[src/rtl/mem_boot_ctrl_pkg.sv]
// Shared types for the boot-time RAM port controller.
package mem_ctrl_pkg;
  typedef enum logic [1:0] {CLEAR, LOAD, RUN} boot_state_t;
endpackage

[src/rtl/mem_boot_ctrl_if.sv]
// Loader, CPU and RAM port bundle around mem_boot_ctrl; slave = controller side.
interface mem_boot_ctrl_if #(
  parameter int ADDR_WIDTH = 4,
  parameter int DATA_WIDTH = 8
);
  logic                  start_boot;
  logic                  ld_valid;
  logic [DATA_WIDTH-1:0] ld_data;
  logic                  ld_last;
  logic                  ld_ready;
  logic                  cpu_wr_en;
  logic [ADDR_WIDTH-1:0] cpu_wr_addr;
  logic [DATA_WIDTH-1:0] cpu_wr_data;
  logic [ADDR_WIDTH-1:0] cpu_rd_addr;
  logic [DATA_WIDTH-1:0] cpu_rd_data;
  logic                  mem_wr_en;
  logic [ADDR_WIDTH-1:0] mem_wr_addr;
  logic [DATA_WIDTH-1:0] mem_wr_data;
  logic [ADDR_WIDTH-1:0] mem_rd_addr;
  logic [DATA_WIDTH-1:0] mem_rd_data;
  logic                  cpu_run;
  logic [ADDR_WIDTH:0]   load_count;
  logic                  load_err;

  modport slave (
    input  start_boot, ld_valid, ld_data, ld_last,
    input  cpu_wr_en, cpu_wr_addr, cpu_wr_data, cpu_rd_addr, mem_rd_data,
    output ld_ready, cpu_rd_data, mem_wr_en, mem_wr_addr, mem_wr_data, mem_rd_addr,
    output cpu_run, load_count, load_err
  );

  modport master (
    output start_boot, ld_valid, ld_data, ld_last,
    output cpu_wr_en, cpu_wr_addr, cpu_wr_data, cpu_rd_addr, mem_rd_data,
    input  ld_ready, cpu_rd_data, mem_wr_en, mem_wr_addr, mem_wr_data, mem_rd_addr,
    input  cpu_run, load_count, load_err
  );
endinterface

[src/rtl/mem_boot_ctrl.sv]
// Sequences the CPU RAM ports through zero-fill, program load and run;
// the CPU only sees the RAM once the load has finished.
module mem_boot_ctrl
  import mem_ctrl_pkg::*;
#(
  parameter int ADDR_WIDTH = 4,
  parameter int DATA_WIDTH = 8,
  parameter bit CLEAR_EN   = 1'b1
) (
  input  logic             clk,
  input  logic             reset,
  mem_boot_ctrl_if.slave   bus
);
  localparam logic [ADDR_WIDTH-1:0] PTR_MAX    = '1;
  localparam boot_state_t           BOOT_ENTRY = CLEAR_EN ? CLEAR : LOAD;

  boot_state_t           state, state_nx;
  logic [ADDR_WIDTH-1:0] ptr, ptr_nx;
  logic                  accept;
  logic                  ld_ready;
  logic                  mem_wr_en;
  logic [ADDR_WIDTH-1:0] mem_wr_addr, mem_rd_addr;
  logic [DATA_WIDTH-1:0] mem_wr_data, cpu_rd_data;
  logic                  cpu_run;
  logic [ADDR_WIDTH:0]   load_count;
  logic                  load_err;

  always_comb begin
    state_nx    = state;
    ptr_nx      = ptr;
    accept      = 1'b0;
    ld_ready    = 1'b0;
    mem_wr_en   = 1'b0;
    mem_wr_addr = ptr;
    mem_wr_data = '0;
    mem_rd_addr = ptr;
    cpu_rd_data = '0;
    case (state)
      CLEAR: begin
        mem_wr_en = 1'b1;
        ptr_nx    = ptr + 1'b1;   // wraps to 0 on the way into LOAD
        if (ptr == PTR_MAX) state_nx = LOAD;
      end
      LOAD: begin
        ld_ready = 1'b1;
        accept   = bus.ld_valid;
        if (accept) begin
          mem_wr_en   = 1'b1;
          mem_wr_data = bus.ld_data;
          ptr_nx      = ptr + 1'b1;
          if (bus.ld_last || ptr == PTR_MAX) state_nx = RUN;
        end
      end
      RUN: begin
        mem_wr_en   = bus.cpu_wr_en;
        mem_wr_addr = bus.cpu_wr_addr;
        mem_wr_data = bus.cpu_wr_data;
        mem_rd_addr = bus.cpu_rd_addr;
        cpu_rd_data = bus.mem_rd_data;
        if (bus.start_boot) begin
          state_nx = BOOT_ENTRY;
          ptr_nx   = '0;
        end
      end
      default: begin
        state_nx = BOOT_ENTRY;
        ptr_nx   = '0;
      end
    endcase
  end

  always_ff @(posedge clk) begin
    if (reset) begin
      state      <= BOOT_ENTRY;
      ptr        <= '0;
      cpu_run    <= 1'b0;
      load_count <= '0;
      load_err   <= 1'b0;
    end else begin
      state   <= state_nx;
      ptr     <= ptr_nx;
      cpu_run <= (state_nx == RUN);
      if (state_nx == LOAD && state != LOAD) begin
        load_count <= '0;
        load_err   <= 1'b0;
      end else if (accept) begin
        load_count <= load_count + 1'b1;
        // RAM filled without an end marker: program was truncated
        if (ptr == PTR_MAX && !bus.ld_last) load_err <= 1'b1;
      end
    end
  end

  assign bus.ld_ready    = ld_ready;
  assign bus.mem_wr_en   = mem_wr_en;
  assign bus.mem_wr_addr = mem_wr_addr;
  assign bus.mem_wr_data = mem_wr_data;
  assign bus.mem_rd_addr = mem_rd_addr;
  assign bus.cpu_rd_data = cpu_rd_data;
  assign bus.cpu_run     = cpu_run;
  assign bus.load_count  = load_count;
  assign bus.load_err    = load_err;
endmodule

[src/flat_wrapper.sv]
// flat-port wrapper written by rule: the top's interface ports become plain ports
module mem_boot_ctrl_flat import mem_ctrl_pkg::*;
#(
  parameter int ADDR_WIDTH = 4,
  parameter int DATA_WIDTH = 8,
  parameter bit CLEAR_EN   = 1'b1
)
  (clk, reset, bus_start_boot, bus_ld_valid, bus_ld_data, bus_ld_last, bus_cpu_wr_en, bus_cpu_wr_addr, bus_cpu_wr_data, bus_cpu_rd_addr, bus_mem_rd_data, bus_ld_ready, bus_cpu_rd_data, bus_mem_wr_en, bus_mem_wr_addr, bus_mem_wr_data, bus_mem_rd_addr, bus_cpu_run, bus_load_count, bus_load_err);
  mem_boot_ctrl_if #(.ADDR_WIDTH(ADDR_WIDTH), .DATA_WIDTH(DATA_WIDTH)) bus_i ();
  input  logic clk;
  input  logic reset;
  input wire logic [$bits(bus_i.start_boot)-1:0] bus_start_boot;
  input wire logic [$bits(bus_i.ld_valid)-1:0] bus_ld_valid;
  input wire logic [$bits(bus_i.ld_data)-1:0] bus_ld_data;
  input wire logic [$bits(bus_i.ld_last)-1:0] bus_ld_last;
  input wire logic [$bits(bus_i.cpu_wr_en)-1:0] bus_cpu_wr_en;
  input wire logic [$bits(bus_i.cpu_wr_addr)-1:0] bus_cpu_wr_addr;
  input wire logic [$bits(bus_i.cpu_wr_data)-1:0] bus_cpu_wr_data;
  input wire logic [$bits(bus_i.cpu_rd_addr)-1:0] bus_cpu_rd_addr;
  input wire logic [$bits(bus_i.mem_rd_data)-1:0] bus_mem_rd_data;
  output wire logic [$bits(bus_i.ld_ready)-1:0] bus_ld_ready;
  output wire logic [$bits(bus_i.cpu_rd_data)-1:0] bus_cpu_rd_data;
  output wire logic [$bits(bus_i.mem_wr_en)-1:0] bus_mem_wr_en;
  output wire logic [$bits(bus_i.mem_wr_addr)-1:0] bus_mem_wr_addr;
  output wire logic [$bits(bus_i.mem_wr_data)-1:0] bus_mem_wr_data;
  output wire logic [$bits(bus_i.mem_rd_addr)-1:0] bus_mem_rd_addr;
  output wire logic [$bits(bus_i.cpu_run)-1:0] bus_cpu_run;
  output wire logic [$bits(bus_i.load_count)-1:0] bus_load_count;
  output wire logic [$bits(bus_i.load_err)-1:0] bus_load_err;
  assign bus_i.start_boot = bus_start_boot;
  assign bus_i.ld_valid = bus_ld_valid;
  assign bus_i.ld_data = bus_ld_data;
  assign bus_i.ld_last = bus_ld_last;
  assign bus_i.cpu_wr_en = bus_cpu_wr_en;
  assign bus_i.cpu_wr_addr = bus_cpu_wr_addr;
  assign bus_i.cpu_wr_data = bus_cpu_wr_data;
  assign bus_i.cpu_rd_addr = bus_cpu_rd_addr;
  assign bus_i.mem_rd_data = bus_mem_rd_data;
  assign bus_ld_ready = bus_i.ld_ready;
  assign bus_cpu_rd_data = bus_i.cpu_rd_data;
  assign bus_mem_wr_en = bus_i.mem_wr_en;
  assign bus_mem_wr_addr = bus_i.mem_wr_addr;
  assign bus_mem_wr_data = bus_i.mem_wr_data;
  assign bus_mem_rd_addr = bus_i.mem_rd_addr;
  assign bus_cpu_run = bus_i.cpu_run;
  assign bus_load_count = bus_i.load_count;
  assign bus_load_err = bus_i.load_err;
  mem_boot_ctrl #(.ADDR_WIDTH(ADDR_WIDTH), .DATA_WIDTH(DATA_WIDTH), .CLEAR_EN(CLEAR_EN)) u_core (.clk(clk), .reset(reset), .bus(bus_i));
endmodule
[config.mk]
export PLATFORM = sky130hd
export DESIGN_NAME = mem_boot_ctrl_flat
export DESIGN_NICKNAME = d
export VERILOG_FILES = /design/src/rtl/mem_boot_ctrl_pkg.sv /design/src/rtl/mem_boot_ctrl_if.sv /design/src/rtl/mem_boot_ctrl.sv /design/src/flat_wrapper.sv
export SDC_FILE = /design/constraint.sdc
export NUM_CORES = 1
export LEC_CHECK = 0
export ABC_CLOCK_PERIOD_IN_PS = 3700
export CAP_MARGIN = 0
export CORE_MARGIN = 1
export CORE_UTILIZATION = 36
export DETAILED_ROUTE_END_ITERATION = 10
export PLACE_DENSITY = 0.84
export SYNTH_ARGS = -nofsm -noshare
export SYNTH_HDL_FRONTEND = slang
export SYNTH_SLANG_ARGS = --single-unit
[constraint.sdc]
create_clock -name clk -period 3.7 [get_ports clk]
set_input_delay 0.37 -clock clk [delete_from_list [all_inputs] [get_ports clk]]
set_output_delay 0.37 -clock clk [all_outputs]
set_load 0.01 [all_outputs]
==> results.json <==
{
  "syn-mean-instance-area_um2": 7.60,
  "die_w_um": 53.6,
  "hp-class": "flip-flop to flip-flop",
  "tns_ps": 0,
  "fp.dieH_um": 53.6,
  "netlist_area_um2": 957,
  "cp.depth": 6,
  "place.gp.congestion": 0.817,
  "clkPwrFrac_pct": 29.5,
  "cts_sinks": 13,
  "antenna_found_initial": 0,
  "synth_top_family_by_area": "simple AND/OR/NAND/NOR gates",
  "total_power_uw": 308,
  "final_common_cell": "clkdlybuf4s50_1",
  "synthCells": 126,
  "grt_max_degree": 32,
  "clock_path_buffers": 2,
  "synth_ff_type": "dfxtp_1",
  "final_nets": 240,
  "die-area_um2": 2870,
  "period_minus_slack_ps": 2790,
  "status": "complete, no violations",
  "worstHoldStart": "u_core.bus.load_err$_SDFFE_PP0P_",
  "drt-initial-drc-count": 11,
  "yosysSeqAreaShare_pct": 27.2,
  "grt_use_total_pct": 19.6,
  "final_area_um2": 1690,
  "slew_violations": 0,
  "dr.pass1.iters": 4,
  "r2r_slack_ps": 1170,
  "path_max_fanout": 14,
  "max_slew_margin_pct": 43.3,
  "clkTransAtPathRegs_ps": 80,
  "cts_tree": "built",
  "pwr-share-seq_pct": 47.7,
  "synth_seq_cells": 13,
  "seq_area_um2": 260,
  "num_io_pins": 71,
  "cts_setup_buffers": 0,
  "grt_pass1_vias": 972,
  "crit_family": "simple AND/OR/NAND/NOR gates",
  "cts_buffers": 3,
  "synth_compound_area_share_pct": 19.6,
  "htree_levels": 1,
  "filler_cell_count": 202,
  "start_util_pct": 38.3,
  "crit_path_cell_trace": "inv_1 > ha_1 > and2_1 > a22oi_1 > nor2b_1 > clkdlybuf4s50_1",
  "p_sw_share_pct": 23.6,
  "worst_pin_slew_ps": 850,
  "drive_above_1_share_pct": 3.08,
  "yosys.area_share.simple_pct": 33.6,
  "cp.buffers_inverters": 2,
  "p_leak_uw": 0.000646,
  "combPwrFrac_pct": 22.9,
  "dpl.hpwl_um": 2330,
  "postPlaceCellArea_um2": 1670,
  "critPathRequiredTime_ps": 3330,
  "synthesis.nets": 170,
  "drc": 0,
  "drv_cap": 0,
  "ctsHoldBuffers": 0,
  "p_switching_uw": 72.7,
  "diodes": 0,
  "hold_viol_final": 0,
  "async_flop_share_pct": 0,
  "grt_pass1_wl_um": 4120,
  "yosys.cell_types.count": 31,
  "cp_slowest_cell": "clkdlybuf4s50_1",
  "min_period_over_period_pct": 75.3,
  "synthAdderAreaFrac_pct": 7.84,
  "fmaxAchievable_ghz": 0.359,
  "viasPerCell": 5.00,
  "start_kind": "flip-flop",
  "most-common-layout-cells": "clkdlybuf4s50_1, nand2_1, dfxtp_1, a21oi_1, nor2b_1",
  "r2r-start": "u_core.state[0]$_SDFF_PP0_",
  "worstSkewPairLatency_ps": 280,
  "muxShareOfSynthArea_pct": 1.05,
  "syn2layout_area_growth_pct": 77.0,
  "power_density_nw_per_um2": 182,
  "irDropWorstVdd_v": 0.000215,
  "endpoint_kind": "output pin",
  "post_cts_resized": 0,
  "reg2regPathDepth": 6,
  "setup_viol": 0,
  "fin_worst_skew_ps": 1.69,
  "gr-total-overflow": 0,
  "min_path_cells": 2,
  "port_buffers": 70,
  "cp.arrival_ps": 2420,
  "crit_start": "u_core.state[1]$_SDFF_PP0_",
  "yosys.area_share.xor_xnor_pct": 5.49,
  "num_vias": 1126,
  "fp-row-count": 18,
  "antenna_left": 0,
  "fin_util_pct": 67.8,
  "p_int_uw": 235,
  "grt_setup_unrepaired": "false",
  "slowest_delay_ps": 540,
  "root_buffer": "clkbuf_4",
  "multi_input_area_um2": 647,
  "synth-edff-count": 0,
  "critPathKind": "flip-flop to output pin",
  "wl_um": 2890,
  "core_um2": 2500,
  "synth_warnings": 0,
  "wl_per_cell_um": 12.8
}
through the flow:
step           setup slack, ps  instances  hold slack, ps
2_1_floorplan             1900        126             439
3_3_place_gp              1190        221             487
3_5_place_dp              1100        221             499
4_1_cts                    879        225             513
5_1_grt                    717        225             560
6_report                   915        225             513
power groups by stage:
stage / Combinational [uW] / Sequential (uW) / Clock [uW]
after global placement: 69.0 / 150 / 0
after detailed placement: 70.2 / 150 / 0
final: 70.3 / 147 / 90.7
after CTS: 70.6 / 146 / 93.4
after global routing: 74.9 / 147 / 97.5
after floorplan: 16.3 / 149 / 0
path summary, 6_finish.rpt:
path / to
min reg2reg: u_core.bus.load_err$_SDFFE_PP0P_
max: bus_mem_wr_data[5]
min: u_core.bus.load_err$_SDFFE_PP0P_
max reg2reg: u_core.bus.load_err$_SDFFE_PP0P_
cells in the mapped netlist (2+ instances only):
master / number / area [um2]
a21oi_1: 11 / 55.1
a22oi_1: 8 / 60.1
and2_1: 9 / 56.3
clkbuf_1: 3 / 11.3
dfxtp_1: 13 / 260
ha_1: 6 / 75.1
inv_1: 6 / 22.5
nand2_1: 19 / 71.3
nand2b_1: 5 / 31.3
nand3_1: 2 / 10.0
nand4_1: 2 / 12.5
nor2_1: 6 / 22.5
nor2b_1: 10 / 62.6
nor3_1: 3 / 15.0
o21ai_0: 3 / 15.0
xnor2_1: 3 / 26.3
xor2_1: 3 / 26.3
cell type report:
cell class,instances,share of cell area [%]
tap,30,2.22
clock buffer,4,1.55
timing repair buffer,70,41.4
sequential,13,15.4
multi-input combinational,102,38.2
inverter,6,1.33
state kept, by name, indices dropped and copies added (netlist names):
signal,count
u_core.state,2
u_core.bus.load_err,1
u_core.bus.load_count,5
u_core.ptr,4
u_core.bus.cpu_run,1
worst reg2reg max path: stages (launching register included):
cell and delay, ps:
dfxtp_1 330, inv_1 120, ha_1 730, nand2b_1 170, a211o_1 340, o21ai_0 540
a21oi_1 160
cell families after synthesis:
kind of cell    after synthesis
mux                           1
compound gates               28
flops                        13
fa+ha+maj                     6
buf+inv                      11
xor+xnor                      6
simple gates                 61
layer usage:
| metal | GRT usage, % | wire length (um) | vias to the layer above |
|---|---|---|---|
| met2 | 35.2 | 1400 | 44 |
| met5 | 0 | 0 | - |
| met3 | 3.67 | 273 | 4 |
| met4 | 7.46 | 34 | 0 |
| met1 | 22.9 | 1180 | 510 |
| li1 | - | - | 568 |
Power figures use the tool's default switching activity.
